### config.mk
export PLATFORM = sky130hd
export DESIGN_NAME = mem_responder_flat
export DESIGN_NICKNAME = d
export VERILOG_FILES = /design/src/rtl/mem_responder_if.sv /design/src/rtl/mem_responder.sv /design/src/flat_wrapper.sv
export SDC_FILE = /design/constraint.sdc
export NUM_CORES = 1
export LEC_CHECK = 0
export BUFFER_PORTS_ARGS = -buffer_cell sky130_fd_sc_hd__buf_2
export CAP_MARGIN = 20
export CORE_MARGIN = 2
export CORE_UTILIZATION = 50
export DETAILED_ROUTE_END_ITERATION = 8
export PLACE_DENSITY = 0.65
export RECOVER_POWER = 50
export SLEW_MARGIN = 5
export SYNTH_ARGS = -nofsm -noshare
export SYNTH_HDL_FRONTEND = slang
export SYNTH_SLANG_ARGS = --single-unit
### constraint.sdc
create_clock -name clk -period 4.9 [get_ports clk]
set_input_delay 0.245 -clock clk [delete_from_list [all_inputs] [get_ports clk]]
set_output_delay 0.245 -clock clk [all_outputs]
set_load 0.03 [all_outputs]
### src/rtl/mem_responder_if.sv
// Processor-side memory request/response bundle for mem_responder.
// The master drives requests; the slave (responder) returns data and status.
interface mem_responder_if #(
   parameter int AW = 5,
   parameter int DW = 8
);
   logic [AW-1:0] adr;
   logic [DW-1:0] writeData;
   logic          memRead;
   logic          memWrite;
   logic [DW-1:0] readData;
   logic          memReady;
   logic          memErr;

   modport master (
      output adr, writeData, memRead, memWrite,
      input  readData, memReady, memErr
   );

   modport slave (
      input  adr, writeData, memRead, memWrite,
      output readData, memReady, memErr
   );
endinterface

### src/rtl/mem_responder.sv
// Single-port memory model with programmable wait states, one-cycle completion/error
// pulses, and a release handshake so a held request is serviced only once.
module mem_responder #(
   parameter int unsigned WAIT_CYCLES = 2,
   parameter int          AW          = 5,
   parameter int          DW          = 8
) (
   input logic            clk,
   input logic            rst,
   mem_responder_if.slave bus
);

   typedef enum logic [1:0] {IDLE, WAIT, DONE, RELEASE} state_t;

   state_t        state, state_nxt;
   logic [3:0]    cnt;
   logic [AW-1:0] adr_q;
   logic [DW-1:0] wd_q;
   logic          wr_q;
   logic          err_q;
   logic [DW-1:0] rdata_q;
   logic [DW-1:0] mem [2**AW];

   logic          one_req, both_req, go_done;
   logic [AW-1:0] acc_adr;
   logic [DW-1:0] acc_wd;
   logic          acc_wr;

   always_ff @(posedge clk) begin
      if (rst) state <= IDLE;
      else     state <= state_nxt;
   end

   // With zero wait states DONE is entered straight from IDLE, so the access
   // must use the live request inputs rather than the not-yet-latched copies.
   always_comb begin
      one_req   = bus.memRead ^ bus.memWrite;
      both_req  = bus.memRead & bus.memWrite;
      go_done   = 1'b0;
      acc_adr   = adr_q;
      acc_wd    = wd_q;
      acc_wr    = wr_q;
      state_nxt = state;
      case (state)
         IDLE: begin
            acc_adr = bus.adr;
            acc_wd  = bus.writeData;
            acc_wr  = bus.memWrite;
            if (both_req) begin
               state_nxt = RELEASE;
            end else if (one_req) begin
               if (WAIT_CYCLES == 0) begin
                  go_done   = 1'b1;
                  state_nxt = DONE;
               end else begin
                  state_nxt = WAIT;
               end
            end
         end
         WAIT: begin
            if (cnt <= 4'd1) begin
               go_done   = 1'b1;
               state_nxt = DONE;
            end
         end
         DONE:    state_nxt = RELEASE;
         RELEASE: if (!bus.memRead && !bus.memWrite) state_nxt = IDLE;
         default: state_nxt = IDLE;
      endcase
   end

   always_ff @(posedge clk) begin
      if (rst) begin
         cnt     <= '0;
         err_q   <= 1'b0;
         rdata_q <= '0;
      end else begin
         err_q <= (state == IDLE) && both_req;
         if (state == IDLE && one_req) begin
            adr_q <= bus.adr;
            wd_q  <= bus.writeData;
            wr_q  <= bus.memWrite;
            cnt   <= 4'(WAIT_CYCLES);
         end else if (state == WAIT) begin
            cnt <= cnt - 4'd1;
         end
         if (go_done && !acc_wr) rdata_q <= mem[acc_adr];
      end
   end

   // Array is deliberately not cleared by reset; reset only blocks the commit.
   always_ff @(posedge clk) begin
      if (!rst && go_done && acc_wr) mem[acc_adr] <= acc_wd;
   end

   always_comb begin
      bus.memReady = (state == DONE);
      bus.memErr   = err_q;
      bus.readData = rdata_q;
   end

endmodule

### src/flat_wrapper.sv
// flat-port wrapper written by rule: the top's interface ports become plain ports
module mem_responder_flat 
#(
   parameter int unsigned WAIT_CYCLES = 2,
   parameter int          AW          = 5,
   parameter int          DW          = 8
)
  (clk, rst, bus_adr, bus_writeData, bus_memRead, bus_memWrite, bus_readData, bus_memReady, bus_memErr);
  mem_responder_if #(.AW(AW), .DW(DW)) bus_i ();
  input logic clk;
  input logic rst;
  input wire logic [$bits(bus_i.adr)-1:0] bus_adr;
  input wire logic [$bits(bus_i.writeData)-1:0] bus_writeData;
  input wire logic [$bits(bus_i.memRead)-1:0] bus_memRead;
  input wire logic [$bits(bus_i.memWrite)-1:0] bus_memWrite;
  output wire logic [$bits(bus_i.readData)-1:0] bus_readData;
  output wire logic [$bits(bus_i.memReady)-1:0] bus_memReady;
  output wire logic [$bits(bus_i.memErr)-1:0] bus_memErr;
  assign bus_i.adr = bus_adr;
  assign bus_i.writeData = bus_writeData;
  assign bus_i.memRead = bus_memRead;
  assign bus_i.memWrite = bus_memWrite;
  assign bus_readData = bus_i.readData;
  assign bus_memReady = bus_i.memReady;
  assign bus_memErr = bus_i.memErr;
  mem_responder #(.WAIT_CYCLES(WAIT_CYCLES), .AW(AW), .DW(DW)) u_core (.clk(clk), .rst(rst), .bus(bus_i));
endmodule
==> results.json <==
{
  "first_pass_iters": 5,
  "finalHoldViolations": 0,
  "n_antenna_cell": 0,
  "antenna_found_initial": 0,
  "fillers": 1756,
  "finalClockSkew_ns": 0.0112,
  "place.gp.congestion": 0.898,
  "synth_cell_types": 53,
  "clk_pin_slew_worst_paths_ns": 0.06,
  "cp_data_arrival_time_ns": 4.41,
  "p_leak_nw": 4.01,
  "cts-root-buf": "clkbuf_16",
  "seq_power_share_pct": 44.5,
  "tightest_slew_ns": 1.51,
  "syn-instance-count": 757,
  "grt_util_all_layers_pct": 25.0,
  "fmax_mhz": 253,
  "drv_slew": 33,
  "core_um2": 22700,
  "rows": 55,
  "worstSetupPathType": "flop to flop",
  "setup_viol": 0,
  "finalCritPeriodShare_pct": 80.7,
  "cts_sinks": 285,
  "drt_iter0_drc": 1144,
  "cts_max_path_buffers": 3,
  "wl_um": 30000,
  "ir_drop_mv": 0.267,
  "final_area_um2": 13100,
  "violations": "max-capacitance violations, max-slew violations",
  "ios": 27,
  "placed_cell_area_um2": 12000,
  "synth_edf_count": 270,
  "grt-ovfl-total": 0,
  "layout_min_cycle_time_ns": 3.95,
  "slew_headroom_pct": -0.633,
  "p_int_w": 0.00476,
  "p_sw_share_pct": 30.2,
  "worstPathRequired_ns": 5.36,
  "outcome": "finished, violations left",
  "clock_latency_ns": 0.56,
  "synthArstFlopShare_pct": 0,
  "die_h_um": 156,
  "p_comb_share_pct": 22.3,
  "cp-start-kind": "flop",
  "p_total_w": 0.00682,
  "endpoint_kind": "flop",
  "vias_per_cell": 6.59,
  "grt_max_degree": 41,
  "hold_path_class": "primary input to flop",
  "yosys_warnings": 0,
  "die_x_um": 156,
  "drc_errors": 0,
  "cp_max_fo": 28,
  "rsz0062_at_grt": "no",
  "grt_pass1_wl_um": 44700,
  "syn_nets": 782,
  "drv_cap": 1,
  "tns_ns": 0,
  "drive_gt1_share_pct": 8.83,
  "syn_to_final_growth_pct": 12.7,
  "synth_ff_type": "edfxtp_1",
  "ys_ff_latch": 285,
  "synth_seq_area_share_pct": 72.6,
  "start_util_pct": 51.0,
  "drtAntennaViolNets": 0,
  "final_nets": 818,
  "clockPowerShare_pct": 33.2,
  "netlist_area_um2": 11600,
  "wl_per_cell_um": 27.3,
  "cts_max_level": 1,
  "numPortBuffers": 26,
  "cts_tree": "yes",
  "pwr_density_cell_nw_per_um2": 522,
  "dp_hpwl_um": 18400,
  "cts_inserted_buffers": 29,
  "postSynthAreaPerCell_um2": 15.3,
  "grt_pass1_vias": 7105,
  "die-area_um2": 24400,
  "p_switching_w": 0.00206,
  "vias": 7251
}
path summary, 6_finish.rpt:
kind                                from                     end  slack (ns)  cells past startpoint
setup / recovery         u_core.state[0]  u_core.bus.readData[1]        0.95                      9
hold reg to reg   u_core.bus.readData[7]  u_core.bus.readData[7]        0.54                      2
hold / removal                       rst           u_core.cnt[1]         0.1                      2
setup reg to reg         u_core.state[0]  u_core.bus.readData[1]        0.95                      9
cell usage in the layout (no fill, tap or decap), types with 13 or more instances in the layout:
cell type	synthesis	final
clkbuf_16	0	29
dfxtp_1	15	15
clkbuf_1	41	29
edfxtp_1	270	270
buf_4	2	16
mux2i_1	23	23
dlygate4sd3_1	0	13
a41oi_1	38	38
o21ai_0	161	161
nor2_1	48	48
cell families (layout without fill, tap and decap cells):
group	count (synthesis)	count (layout)	synth area share (%)
flip-flops	285	285	72.6
AO/OA/AOI/OAI	245	245	12.9
AND/OR/NAND/NOR	111	111	4.80
buffers and inverters	57	115	2.31
multiplexers	48	48	6.30
adder cells (fa/ha/maj)	8	8	0.864
XOR/XNOR	3	3	0.227
metrics by stage:
stage | util (%) | worst slack (ns) | std cells | hold WS (ns)
final | 57.5 | 0.947 | 1100 | 0.0986
after global routing | 57.5 | 0.704 | 1100 | 0.123
after CTS | 57.6 | 1.39 | 1100 | 0.00204
after detailed placement | 52.7 | 1.42 | 1034 | 0.441
after global placement | 52.7 | 1.53 | 1034 | 0.437
after floorplan | - | 2.40 | 757 | 0.344
critical path: stages, from the launching register on:
cell and delay, ns:
dfxtp_1 0.33, inv_1 0.11, ha_1 0.41, clkbuf_1 0.65
and3b_1 1.05, buf_4 0.35, o21ai_0 0.11, a41oi_1 0.38
nor4_1 0.17, a311oi_1 0.27
Yosys cell counts (2+ instances only):
master	count	area share [%]
ha_1	8	0.86
inv_1	6	0.19
nand2_1	8	0.26
o22ai_1	7	0.38
buf_6	6	0.58
nor2_1	48	1.6
a32oi_1	3	0.23
a22oi_1	5	0.32
mux4_2	2	0.39
a31oi_1	2	0.11
nand2b_1	4	0.22
mux4_1	12	2.7
mux2i_1	23	2.0
a211oi_1	5	0.32
nor3b_1	3	0.19
nor4_1	10	0.54
xnor2_1	2	0.15
a2111oi_0	2	0.15
clkbuf_1	41	1.3
edfxtp_1	270	70
a21oi_1	4	0.17
nand4_1	2	0.11
o21bai_1	2	0.13
nor2b_1	11	0.59
a41oi_1	38	2.9
mux2_2	9	0.87
nor3_1	11	0.48
a311oi_1	6	0.45
and3b_1	5	0.38
o21ai_0	161	7.0
buf_4	2	0.13
dfxtp_1	15	2.6
nand3_1	4	0.17
power by group through the flow:
stage	clock network, W	registers (W)	logic (W)
floorplan	0	0.00309	0.000961
global placement	0	0.00307	0.00147
detailed placement	0	0.00307	0.00151
CTS	0.00229	0.00302	0.00153
global route	0.00239	0.00304	0.00162
finish	0.00226	0.00304	0.00152
registers in the layout, indices dropped and copies added, names as in the netlist:
register	cells
u_core.adr_q	5
u_core.bus.memErr	1
u_core.bus.readData	8
u_core.cnt	4
u_core.mem	256
u_core.state	2
u_core.wd_q	8
u_core.wr_q	1
final cells by class:
| type | count | area, µm² | share of cell area, % |
|---|---|---|---|
| Clock buffer | 35 | 748 | 5.73 |
| Clock inverter | 18 | 231 | 1.77 |
| Inverter | 6 | 22.5 | 0.173 |
| Multi-Input combinational cell | 415 | 2930 | 22.4 |
| Sequential cell | 285 | 8410 | 64.4 |
| Tap cell | 285 | 357 | 2.73 |
| Timing Repair Buffer | 56 | 357 | 2.73 |
per-layer routing:
layer	part of all wire, %	vias to the layer above	global-route usage, %	wire length (µm)
met2	47	420	39.6	14200
met3	10	51	6.29	3150
met4	2.5	0	7.56	747
met5	0	-	0	0
li1	-	3127	-	-
met1	40	3653	34.5	11900
what timing repair did:
item	4_1_cts	5_1_grt
hold buffers	13	0
gates resized for setup	0	0
endpoints found under the hold margin	13	0
endpoints found under the setup margin	0	0
buffers inserted	0	0
Note: power is estimated with default switching activity, not from simulation.
